File: src/rtl/loader_pkg.sv
// Shared types and constants for the program loader: FSM states, word layout, frame-length decode.
// Pure declarations; no latency or backpressure of its own.
// ST_CHK exists only when LOADER_CHECKSUM_EN is defined.
package loader_pkg;

  localparam int ADDR_W = 8;
  localparam int DATA_W = 8;
  localparam int WORD_W = ADDR_W + DATA_W;
  localparam int CNT_W  = 9;
  localparam logic [7:0] SYNC_BYTE_DEF = 8'hA5;

  typedef enum logic [3:0] {
    ST_IDLE,
    ST_CNT,
    ST_ADDR,
    ST_DATA,
    ST_SETUP,
    ST_STROBE,
    ST_HOLD,
`ifdef LOADER_CHECKSUM_EN
    ST_CHK,
`endif
    ST_FIN
  } state_e;

  typedef struct packed {
    logic [ADDR_W-1:0] addr;
    logic [DATA_W-1:0] data;
  } mem_word_t;

  // A count byte of zero encodes a full 256-word frame.
  function automatic logic [CNT_W-1:0] frame_len(input logic [7:0] n);
    return (n == 8'd0) ? 9'd256 : {1'b0, n};
  endfunction

endpackage

File: src/rtl/program_loader_if.sv
// Inbound byte stream from the host into the loader.
// Transfer occurs on a clock edge where s_valid && s_ready; the loader is the slave.
// No storage in the interface itself.
interface program_loader_if;
  import loader_pkg::*;

  logic [DATA_W-1:0] s_data;
  logic              s_valid;
  logic              s_ready;

  modport master (output s_data, output s_valid, input s_ready);
  modport slave  (input s_data, input s_valid, output s_ready);

endinterface

File: src/rtl/loader_strobe_gen.sv
// Write-port timing: holds the memory word, raises mem_done for one cycle, counts HOLD_CYC hold cycles.
// mem_done is registered and high exactly in the cycle after strobe_req is seen.
// No backpressure; driven entirely by the parent FSM.
module loader_strobe_gen
  import loader_pkg::*;
#(
  parameter int HOLD_CYC = 1
) (
  input  logic              clk,
  input  logic              rst_n,
  input  logic              load,
  input  mem_word_t         word_in,
  input  logic              strobe_req,
  input  logic              in_hold,
  output logic [WORD_W-1:0] mem_in,
  output logic              mem_done,
  output logic              hold_done
);

  localparam int HC_W = 4;

  mem_word_t       word_q, word_d;
  logic            mem_done_q, mem_done_d;
  logic [HC_W-1:0] hold_cnt_q, hold_cnt_d;

  assign hold_done = in_hold && (hold_cnt_q == HC_W'(HOLD_CYC - 1));

  // The word only changes on load, which the parent issues outside SETUP/STROBE/HOLD.
  always_comb begin
    word_d     = word_q;
    mem_done_d = strobe_req;
    hold_cnt_d = '0;
    if (load) begin
      word_d = word_in;
    end
    if (in_hold && !hold_done) begin
      hold_cnt_d = hold_cnt_q + 1'b1;
    end
  end

  always_ff @(posedge clk or negedge rst_n) begin
    if (!rst_n) begin
      word_q     <= '0;
      mem_done_q <= 1'b0;
      hold_cnt_q <= '0;
    end else begin
      word_q     <= word_d;
      mem_done_q <= mem_done_d;
      hold_cnt_q <= hold_cnt_d;
    end
  end

  assign mem_in   = word_q;
  assign mem_done = mem_done_q;

endmodule

File: src/rtl/program_loader.sv
// Parses SYNC/count/addr/data byte frames and writes {addr,data} words to instruction memory; LOADER_CHECKSUM_EN adds an XOR checksum byte.
// Per word: 2 accepted bytes + SETUP + STROBE + HOLD_CYC cycles; load_ok pulses in FIN, the cycle after the last HOLD (or CHK).
// s_ready drops during SETUP/STROBE/HOLD/FIN and in reset; s_valid gaps simply stall the parser.
module program_loader
  import loader_pkg::*;
#(
  parameter logic [7:0] SYNC_BYTE = SYNC_BYTE_DEF,
  parameter int         HOLD_CYC  = 1
) (
  input  logic                clk,
  input  logic                rst_n,
  program_loader_if.slave     s,
  output logic [WORD_W-1:0]   mem_in,
  output logic                mem_done,
  output logic                mem_rw,
  output logic                busy,
  output logic                load_ok,
  output logic                load_err,
  output logic [CNT_W-1:0]    word_count
);

  state_e             state_q, state_d;
  logic [CNT_W-1:0]   words_left_q, words_left_d;
  logic [CNT_W-1:0]   word_cnt_q, word_cnt_d;
  logic [ADDR_W-1:0]  addr_q, addr_d;
  logic               run_q, run_d;
  logic               rdy;
  logic               accept;
  logic               load_word;
  logic               hold_done;
  mem_word_t          word_in;
`ifdef LOADER_CHECKSUM_EN
  logic [7:0]         csum_q, csum_d;
  logic               err_q, err_d;
`endif

  assign accept  = s.s_valid && s.s_ready;
  assign word_in = '{addr: addr_q, data: s.s_data};

  always_comb begin
    state_d      = state_q;
    words_left_d = words_left_q;
    word_cnt_d   = word_cnt_q;
    addr_d       = addr_q;
    run_d        = 1'b1;
    load_word    = 1'b0;
`ifdef LOADER_CHECKSUM_EN
    csum_d       = csum_q;
    err_d        = err_q;
`endif
    case (state_q)
      ST_IDLE: begin
        if (accept && (s.s_data == SYNC_BYTE)) begin
          state_d    = ST_CNT;
          word_cnt_d = '0;
`ifdef LOADER_CHECKSUM_EN
          csum_d     = '0;
          err_d      = 1'b0;
`endif
        end
      end
      ST_CNT: begin
        if (accept) begin
          words_left_d = frame_len(s.s_data);
          state_d      = ST_ADDR;
`ifdef LOADER_CHECKSUM_EN
          csum_d       = csum_q ^ s.s_data;
`endif
        end
      end
      ST_ADDR: begin
        if (accept) begin
          addr_d  = s.s_data;
          state_d = ST_DATA;
`ifdef LOADER_CHECKSUM_EN
          csum_d  = csum_q ^ s.s_data;
`endif
        end
      end
      ST_DATA: begin
        if (accept) begin
          load_word = 1'b1;
          state_d   = ST_SETUP;
`ifdef LOADER_CHECKSUM_EN
          csum_d    = csum_q ^ s.s_data;
`endif
        end
      end
      ST_SETUP: state_d = ST_STROBE;
      ST_STROBE: begin
        if (word_cnt_q != 9'd256) begin
          word_cnt_d = word_cnt_q + 9'd1;
        end
        words_left_d = words_left_q - 9'd1;
        state_d      = ST_HOLD;
      end
      ST_HOLD: begin
        if (hold_done) begin
          if (words_left_q != '0) begin
            state_d = ST_ADDR;
          end else begin
`ifdef LOADER_CHECKSUM_EN
            state_d = ST_CHK;
`else
            state_d = ST_FIN;
`endif
          end
        end
      end
`ifdef LOADER_CHECKSUM_EN
      ST_CHK: begin
        if (accept) begin
          if (s.s_data != csum_q) begin
            err_d = 1'b1;
          end
          state_d = ST_FIN;
        end
      end
`endif
      ST_FIN:  state_d = ST_IDLE;
      default: state_d = ST_IDLE;
    endcase
  end

  always_comb begin
    rdy = 1'b0;
    case (state_q)
      ST_IDLE, ST_CNT, ST_ADDR, ST_DATA: rdy = 1'b1;
`ifdef LOADER_CHECKSUM_EN
      ST_CHK: rdy = 1'b1;
`endif
      default: rdy = 1'b0;
    endcase
  end

  always_ff @(posedge clk or negedge rst_n) begin
    if (!rst_n) begin
      state_q      <= ST_IDLE;
      words_left_q <= '0;
      word_cnt_q   <= '0;
      addr_q       <= '0;
      run_q        <= 1'b0;
`ifdef LOADER_CHECKSUM_EN
      csum_q       <= '0;
      err_q        <= 1'b0;
`endif
    end else begin
      state_q      <= state_d;
      words_left_q <= words_left_d;
      word_cnt_q   <= word_cnt_d;
      addr_q       <= addr_d;
      run_q        <= run_d;
`ifdef LOADER_CHECKSUM_EN
      csum_q       <= csum_d;
      err_q        <= err_d;
`endif
    end
  end

  loader_strobe_gen #(.HOLD_CYC(HOLD_CYC)) u_strobe (
    .clk        (clk),
    .rst_n      (rst_n),
    .load       (load_word),
    .word_in    (word_in),
    .strobe_req (state_d == ST_STROBE),
    .in_hold    (state_q == ST_HOLD),
    .mem_in     (mem_in),
    .mem_done   (mem_done),
    .hold_done  (hold_done)
  );

  // run_q keeps s_ready low for as long as reset is held.
  assign s.s_ready  = run_q && rdy;
  assign mem_rw     = (state_q == ST_IDLE);
  assign busy       = (state_q != ST_IDLE);
  assign word_count = word_cnt_q;
`ifdef LOADER_CHECKSUM_EN
  assign load_err   = err_q;
  assign load_ok    = (state_q == ST_FIN) && !err_q;
`else
  assign load_err   = 1'b0;
  assign load_ok    = (state_q == ST_FIN);
`endif

endmodule

File: src/flat_wrapper.sv
// flat-port wrapper written by rule: the top's interface ports become plain ports
module program_loader_flat import loader_pkg::*;
#(
  parameter logic [7:0] SYNC_BYTE = SYNC_BYTE_DEF,
  parameter int         HOLD_CYC  = 1
)
  (clk, rst_n, mem_in, mem_done, mem_rw, busy, load_ok, load_err, word_count, s_s_data, s_s_valid, s_s_ready);
  program_loader_if s_i ();
  input  logic clk;
  input  logic rst_n;
  output logic [WORD_W-1:0] mem_in;
  output logic mem_done;
  output logic mem_rw;
  output logic busy;
  output logic load_ok;
  output logic load_err;
  output logic [CNT_W-1:0] word_count;
  input wire logic [$bits(s_i.s_data)-1:0] s_s_data;
  input wire logic [$bits(s_i.s_valid)-1:0] s_s_valid;
  output wire logic [$bits(s_i.s_ready)-1:0] s_s_ready;
  assign s_i.s_data = s_s_data;
  assign s_i.s_valid = s_s_valid;
  assign s_s_ready = s_i.s_ready;
  program_loader #(.SYNC_BYTE(SYNC_BYTE), .HOLD_CYC(HOLD_CYC)) u_core (.clk(clk), .rst_n(rst_n), .s(s_i), .mem_in(mem_in), .mem_done(mem_done), .mem_rw(mem_rw), .busy(busy), .load_ok(load_ok), .load_err(load_err), .word_count(word_count));
endmodule
File: config.mk
export PLATFORM = sky130hd
export DESIGN_NAME = program_loader_flat
export DESIGN_NICKNAME = d
export VERILOG_FILES = /design/src/rtl/loader_pkg.sv /design/src/rtl/program_loader_if.sv /design/src/rtl/loader_strobe_gen.sv /design/src/rtl/program_loader.sv /design/src/flat_wrapper.sv
export SDC_FILE = /design/constraint.sdc
export NUM_CORES = 1
export LEC_CHECK = 0
export BUFFER_PORTS_ARGS = -buffer_cell sky130_fd_sc_hd__buf_2
export CORE_AREA = 2 2 88 90
export CTS_BUF_LIST = sky130_fd_sc_hd__clkbuf_8
export DETAILED_ROUTE_END_ITERATION = 8
export DIE_AREA = 0 0 90 92
export PLACE_DENSITY_LB_ADDON = 0.08
export SLEW_MARGIN = 20
export SYNTH_ARGS = -nofsm -noshare
export SYNTH_HDL_FRONTEND = slang
export SYNTH_SLANG_ARGS = --single-unit
export TNS_END_PERCENT = 10
File: constraint.sdc
create_clock -name clk -period 2.3 [get_ports clk]
set_input_delay 0.23 -clock clk [delete_from_list [all_inputs] [get_ports clk]]
set_output_delay 0.23 -clock clk [all_outputs]
set_load 0.05 [all_outputs]
==> results.cfg, run 1 <==
[critical_path]
end_kind = flop
cp_max_fo = 8
crit_arrival_ns = 2.08
path_class = flop to flop
crit_required_ns = 2.50
cp-start-kind = flop
reg2reg_depth = 5

[finish]
antenna_cells = 0
fin_nets = 280
drive_above_1_share_pct = 32.2
utilization_pct = 40.0
syn_to_final_growth_pct = 19.0

[sta]
max_clock_freq_mhz = 532
final-max-slew-violation-count = 0
period_needed_ns = 1.88
period_share_pct = 81.7
final-setup-viol-count = 0
hold_ws_ns = 0.189
rsz0062_at_grt = no
hold_violations = 0
layout_setup_ws_ns = 0.420
setup_tns_ns = 0
fin_worst_skew_ns = 0.00999

[clocking]
clock-sinks = 52
postCtsSetupRepairBufs = 0
cts_buffer_depth = 2
htreeDepth = 2
clk_latency_ns = 0.30
ctsHoldBuffers = 1
cts_made_buffers = 5
root_buffer = clkbuf_8
clk_pin_slew_ns = 0.10
cts_tree = yes
cts_resized = 0

[power]
leakage_uw = 0.00141
peakVddDrop_mv = 0.376
powerDensity_nw_per_um2 = 650
finalPower_uw = 1940

[floorplanning]
num_rows = 32
core_um2 = 7450
die_area_um2 = 8280
die_w_um = 90
fp.dieH_um = 92
start_util_pct = 33.6
ios = 42

[drt]
drt_first_pass_iters = 4
drc = 0
vias_per_cell = 4.88
drt-wirelength-per-cell_um = 13.9
num_vias = 1786
ant_nets = 0
drt_wl_total_um = 5090
drt-initial-drc-count = 63

[global_route]
grt_pass1_vias = 1850
grt_pass1_wl_um = 9030
grt_max_degree = 25
gr-total-overflow = 0
grtUsageTotal_pct = 13.4
antenna_found_initial = 0

[yosys]
ys.flop_type = dfrtp_1
ys.warnings.count = 0
synth_edf_count = 0
avgSynthCellArea_um2 = 11.5
synth_cells = 218
ys_seq_area_share_pct = 52.0
ys_ff_latch = 52
synth_cell_types = 50
synth_area_um2 = 2500
ys_async_sr_fraction_pct = 100

[placement]
gp_congestion = 0.793
dp_hpwl_um = 3740
post-place-ws_ns = 0.427
numPortBuffers = 40

[worst_hold_path]
hold_path.class = primary input to flop
hold_depth = 3

[outcome]
status = finished clean

[flow_run]
cap_violations = 0
registers in the layout (all words and copies together) (netlist names):
signal / cells
u_core.u_strobe.hold_cnt_q: 4
u_core.state_q: 4
u_core.word_count: 9
u_core.run_q: 1
u_core.u_strobe.mem_in: 16
u_core.u_strobe.mem_done: 1
u_core.addr_q: 8
u_core.words_left_q: 9
layer usage:
| metal | global-route usage (%) | vias up | wire length [µm] |
|---|---|---|---|
| met3 | 2.79 | 4 | 180 |
| met2 | 21.9 | 34 | 2390 |
| met1 | 18.2 | 879 | 2480 |
| met4 | 3.46 | 0 | 39 |
| li1 | - | 869 | - |
| met5 | 0 | - | 0 |
critical path, stage by stage, from the launching register on:
cell,delay [ns]
dfrtp_1,0.46
inv_1,0.08
ha_1,0.14
or4b_1,0.50
o21ai_2,0.23
mux2_2,0.36
area by class of cell:
type	count	area, µm²
timing repair buffer	45	240
clock inverter	3	90.1
tap	102	128
inverter	9	33.8
sequential	52	1300
clock buffer	5	68.8
fill	761	4470
multi-input combinational	150	1120
through the flow:
stage | cell area, µm² | cells
2_1_floorplan | 2510 | 219
3_3_place_gp | 2810 | 357
3_5_place_dp | 2810 | 357
4_1_cts | 2980 | 366
5_1_grt | 2980 | 366
6_report | 2980 | 366
cell usage in the layout, fill, tap and decap left out, types with 4 or more instances in the layout:
cell type	Yosys	routed
and4_1	4	4
nand2_1	12	12
ha_1	6	6
clkbuf_8	0	5
xor2_1	6	6
nand3_1	9	9
o21ai_0	7	7
buf_2	3	40
mux2_2	24	24
and2_1	4	4
buf_4	1	4
dfrtp_1	52	52
a21oi_1	10	10
inv_1	9	9
nor2_1	17	17
cells in the mapped netlist (2+ instances only):
cell type	n	area, µm²
a21oi_1	10	50.1
a221o_1	3	30.0
a31oi_1	2	12.5
and2_1	4	25.0
and4_1	4	35.0
and4bb_4	2	32.5
buf_2	3	15.0
buf_6	2	22.5
conb_1	2	7.51
dfrtp_1	52	1300
ha_1	6	75.1
inv_1	9	33.8
mux2_2	24	270
nand2_1	12	45.0
nand2b_1	2	12.5
nand3_1	9	45.0
nand3b_1	2	15.0
nand4_1	2	12.5
nor2_1	17	63.8
nor2b_1	3	18.8
nor3_1	3	15.0
nor4_1	3	18.8
o21ai_0	7	35.0
o221a_2	2	22.5
or4b_1	2	20.0
xnor2_1	2	17.5
xor2_1	6	52.6
power by group:
group | internal [µW] | total, µW | switching, µW
Clock | 544 | 847 | 303
Sequential | 934 | 957 | 22.6
Combinational | 43.7 | 133 | 89.4
Total | 1520 | 1940 | 415
path summary, 6_finish.rpt:
kind                                               startpoint                       endpoint  slack (ns)
max in group asynchronous                               rst_n         u_core.words_left_q[7]        1.39
worst min register to register  u_core.u_strobe.hold_cnt_q[0]  u_core.u_strobe.hold_cnt_q[0]        0.51
worst max-delay path                     u_core.word_count[0]           u_core.word_count[1]        0.42
worst max register to register           u_core.word_count[0]           u_core.word_count[1]        0.42
worst min-delay path                              s_s_data[4]         u_core.words_left_q[4]        0.19
min in group asynchronous                               rst_n       u_core.u_strobe.mem_done        0.33
cell families (layout without fill, tap and decap cells):
kind of cell | count (synthesis) | count (layout) | share of synthesized area (%)
compound gates | 34 | 34 | 9.50
xor+xnor | 8 | 8 | 2.80
fa+ha+maj | 6 | 6 | 3.00
buf+inv | 17 | 62 | 3.50
flops | 52 | 52 | 52.0
mux | 26 | 26 | 11.8
other cells | 2 | 3 | 0.300
simple gates | 73 | 73 | 17.1
No activity file was read; power rests on OpenSTA's default activity.
==> run 2, diff against run 1 <==
--- a/config.mk
+++ b/config.mk
@@ -5,11 +5,12 @@
 export SDC_FILE = /design/constraint.sdc
 export NUM_CORES = 1
 export LEC_CHECK = 0
+export ABC_AREA = 1
 export BUFFER_PORTS_ARGS = -buffer_cell sky130_fd_sc_hd__buf_2
-export CORE_AREA = 2 2 88 90
+export CORE_AREA = 2 2 93 95
 export CTS_BUF_LIST = sky130_fd_sc_hd__clkbuf_8
 export DETAILED_ROUTE_END_ITERATION = 8
-export DIE_AREA = 0 0 90 92
+export DIE_AREA = 0 0 95 97
 export PLACE_DENSITY_LB_ADDON = 0.08
 export SLEW_MARGIN = 20
 export SYNTH_ARGS = -nofsm -noshare
==> constraint.sdc (replaced) <==
create_clock -name clk -period 1.8 [get_ports clk]
set_input_delay 0.18 -clock clk [delete_from_list [all_inputs] [get_ports clk]]
set_output_delay 0.18 -clock clk [all_outputs]
set_load 0.05 [all_outputs]
==> results.cfg, run 2 <==
[global_route]
grt_pass1_wl_um = 11000
grt_max_degree = 35
gr-total-overflow = 0
grtUsageTotal_pct = 15.1
antenna_found_initial = 0
grt_pass1_vias = 2098

[drt]
drt_first_pass_iters = 4
num_vias = 2283
drt-initial-drc-count = 162
ant_nets = 0
drt_wl_total_um = 6420
drc = 0
drt-wirelength-per-cell_um = 12.9
vias_per_cell = 4.59

[yosys]
synth_cell_types = 26
synth_compound_area_share_pct = 9.38
yosysTopAreaCell = dfrtp_1
ys.flop_type = dfrtp_1
avgSynthCellArea_um2 = 8.05
synth_area_um2 = 2790
synth.area.top_cells = dfrtp_1 (47%), nand2_1 (11%), nand3_1 (6.5%), nor2_1 (6.3%), inv_1 (5.9%)
ys_ff_latch = 52
yosys-top-cells-count = nand2_1 (78), dfrtp_1 (52), nor2_1 (47)
ys_seq_area_share_pct = 46.7
yosysMostFrequentCell = nand2_1
synth_top_family_by_area = simple AND/OR/NAND/NOR gates
synth_edf_count = 0
ys_async_sr_fraction_pct = 100
muxShareOfSynthArea_pct = 0
ys.warnings.count = 0
yosys.area_share.xor_xnor_pct = 0.629
synth_cells = 346
synth_top_cell_area_share_pct = 46.7
synth_adder_area_share_pct = 2.69
synthSimpleGateAreaFrac_pct = 30.6

[power]
p_sw_share_pct = 26.3
power_frac_comb_pct = 6.1
clock_power_share_pct = 35.5
intPower_uw = 1490
peakVddDrop_mv = 0.338
powerDensity_nw_per_um2 = 633
leakage_uw = 0.00163
seqPwrFrac_pct = 58.4
power.switching_uw = 532
finalPower_uw = 2020

[critical_path]
crit_required_ns = 1.62
rrSetupSlack_ns = 0.29
cp_max_fo = 3
crit_arrival_ns = 1.38
cp-start-kind = flop
path_class = flop to output pin
end_kind = output pin

[outcome]
status = finished clean

[finish]
fillers = 870
fin_nets = 408
final_common_cell = nand2_1
drive_above_1_share_pct = 21.2
largest_register_ffs = 16
antenna_cells = 0
syn_to_final_growth_pct = 14.7
final_cell_area_um2 = 3200
most-common-layout-cells = nand2_1 (78), dfrtp_1 (52), nor2_1 (47), inv_1 (44), buf_2 (40)

[sta]
setup_tns_ns = 0
rsz0062_at_grt = no
fin_worst_skew_ns = 0.00705
max_clock_freq_mhz = 641
final-setup-viol-count = 0
period_needed_ns = 1.56
final-max-slew-violation-count = 0
period_share_pct = 86.6
hold_ws_ns = 0.0896
hold_violations = 0

[floorplanning]
num_rows = 33
die_area_um2 = 9220
ios = 42
die_w_um = 95
fp.dieH_um = 97
core_um2 = 8130
start_util_pct = 34.3

[clocking]
clock-sinks = 52
root_buffer = clkbuf_8
htreeDepth = 2
cts_buffer_depth = 2
cts_made_buffers = 5
clk_pin_slew_ns = 0.11
cts_resized = 0
cts_tree = yes
clk_latency_ns = 0.31
postCtsSetupRepairBufs = 0

[flow_run]
cap_violations = 0

[placement]
numPortBuffers = 40
placed_area_um2 = 3090
gp_congestion = 0.721
dp_hpwl_um = 4750

[worst_hold_path]
hold_path.class = primary input to flop
## run 2: power by group through the flow
| stage | combinational (µW) | sequential [µW] | clock (µW) |
|---|---|---|---|
| after floorplan | 54.6 | 1210 | 0 |
| after global placement | 126 | 1200 | 0 |
| after detailed placement | 124 | 1200 | 0 |
| after CTS | 127 | 1180 | 759 |
| after global routing | 139 | 1180 | 802 |
| final | 123 | 1180 | 719 |
## run 2: cell type report
cell class	count	area, µm²	area share (%)
clock inverter	3	27.5	0.861
sequential	52	1300	40.7
timing repair buffer	44	258	8.06
clock buffer	5	68.8	2.15
multi-input combinational	238	1220	38.1
inverter	50	193	6.03
tap	105	131	4.11
## run 2: final timing paths
check / start / endpoint / depth (start not counted)
setup / recovery: u_core.state_q[3] / mem_rw / 4
hold / removal: s_s_data[7] / u_core.addr_q[7] / 3
setup reg to reg: u_core.word_count[0] / u_core.word_count[8] / 9
hold reg to reg: u_core.addr_q[1] / u_core.u_strobe.mem_in[9] / 2
max in group asynchronous: rst_n / u_core.word_count[6] / 3
min in group asynchronous: rst_n / u_core.u_strobe.mem_in[10] / 2
## run 2: layer usage
metal  up-vias  global-route usage [%]  wire, µm
li1       1182                       -         -
met3         6                    2.57       206
met1      1061                    23.4      3280
met2        34                    21.4      2850
met4         0                    4.01        81
met5         -                       0         0
## run 2: cells by family (layout without fill, tap and decap cells)
group,count (synthesis),count (layout)
AND/OR/NAND/NOR,185,185
buffers and inverters,57,102
adder cells (fa/ha/maj),6,6
XOR/XNOR,2,2
other,2,3
flip-flops,52,52
AO/OA/AOI/OAI,42,42
## run 2: what timing repair did
action,CTS,global route
setup endpoints to repair,0,0
hold endpoints to repair,18,0
hold buffers,1,0
## run 2: worst max-delay path: stages, from the launching register on
cell	delay, ns
dfrtp_1	0.45
nor2_4	0.18
nand3_2	0.12
inv_1	0.07
buf_2	0.25
## run 2: through the flow
| stage | util (%) | cells | setup slack [ns] |
|---|---|---|---|
| finish | 39.3 | 497 | 0.241 |
| global route | 39.3 | 497 | 0.139 |
| CTS | 39.3 | 497 | 0.211 |
| detailed placement | 38.0 | 488 | 0.316 |
| global placement | 38.0 | 488 | 0.360 |
| floorplan | - | 347 | 0.191 |
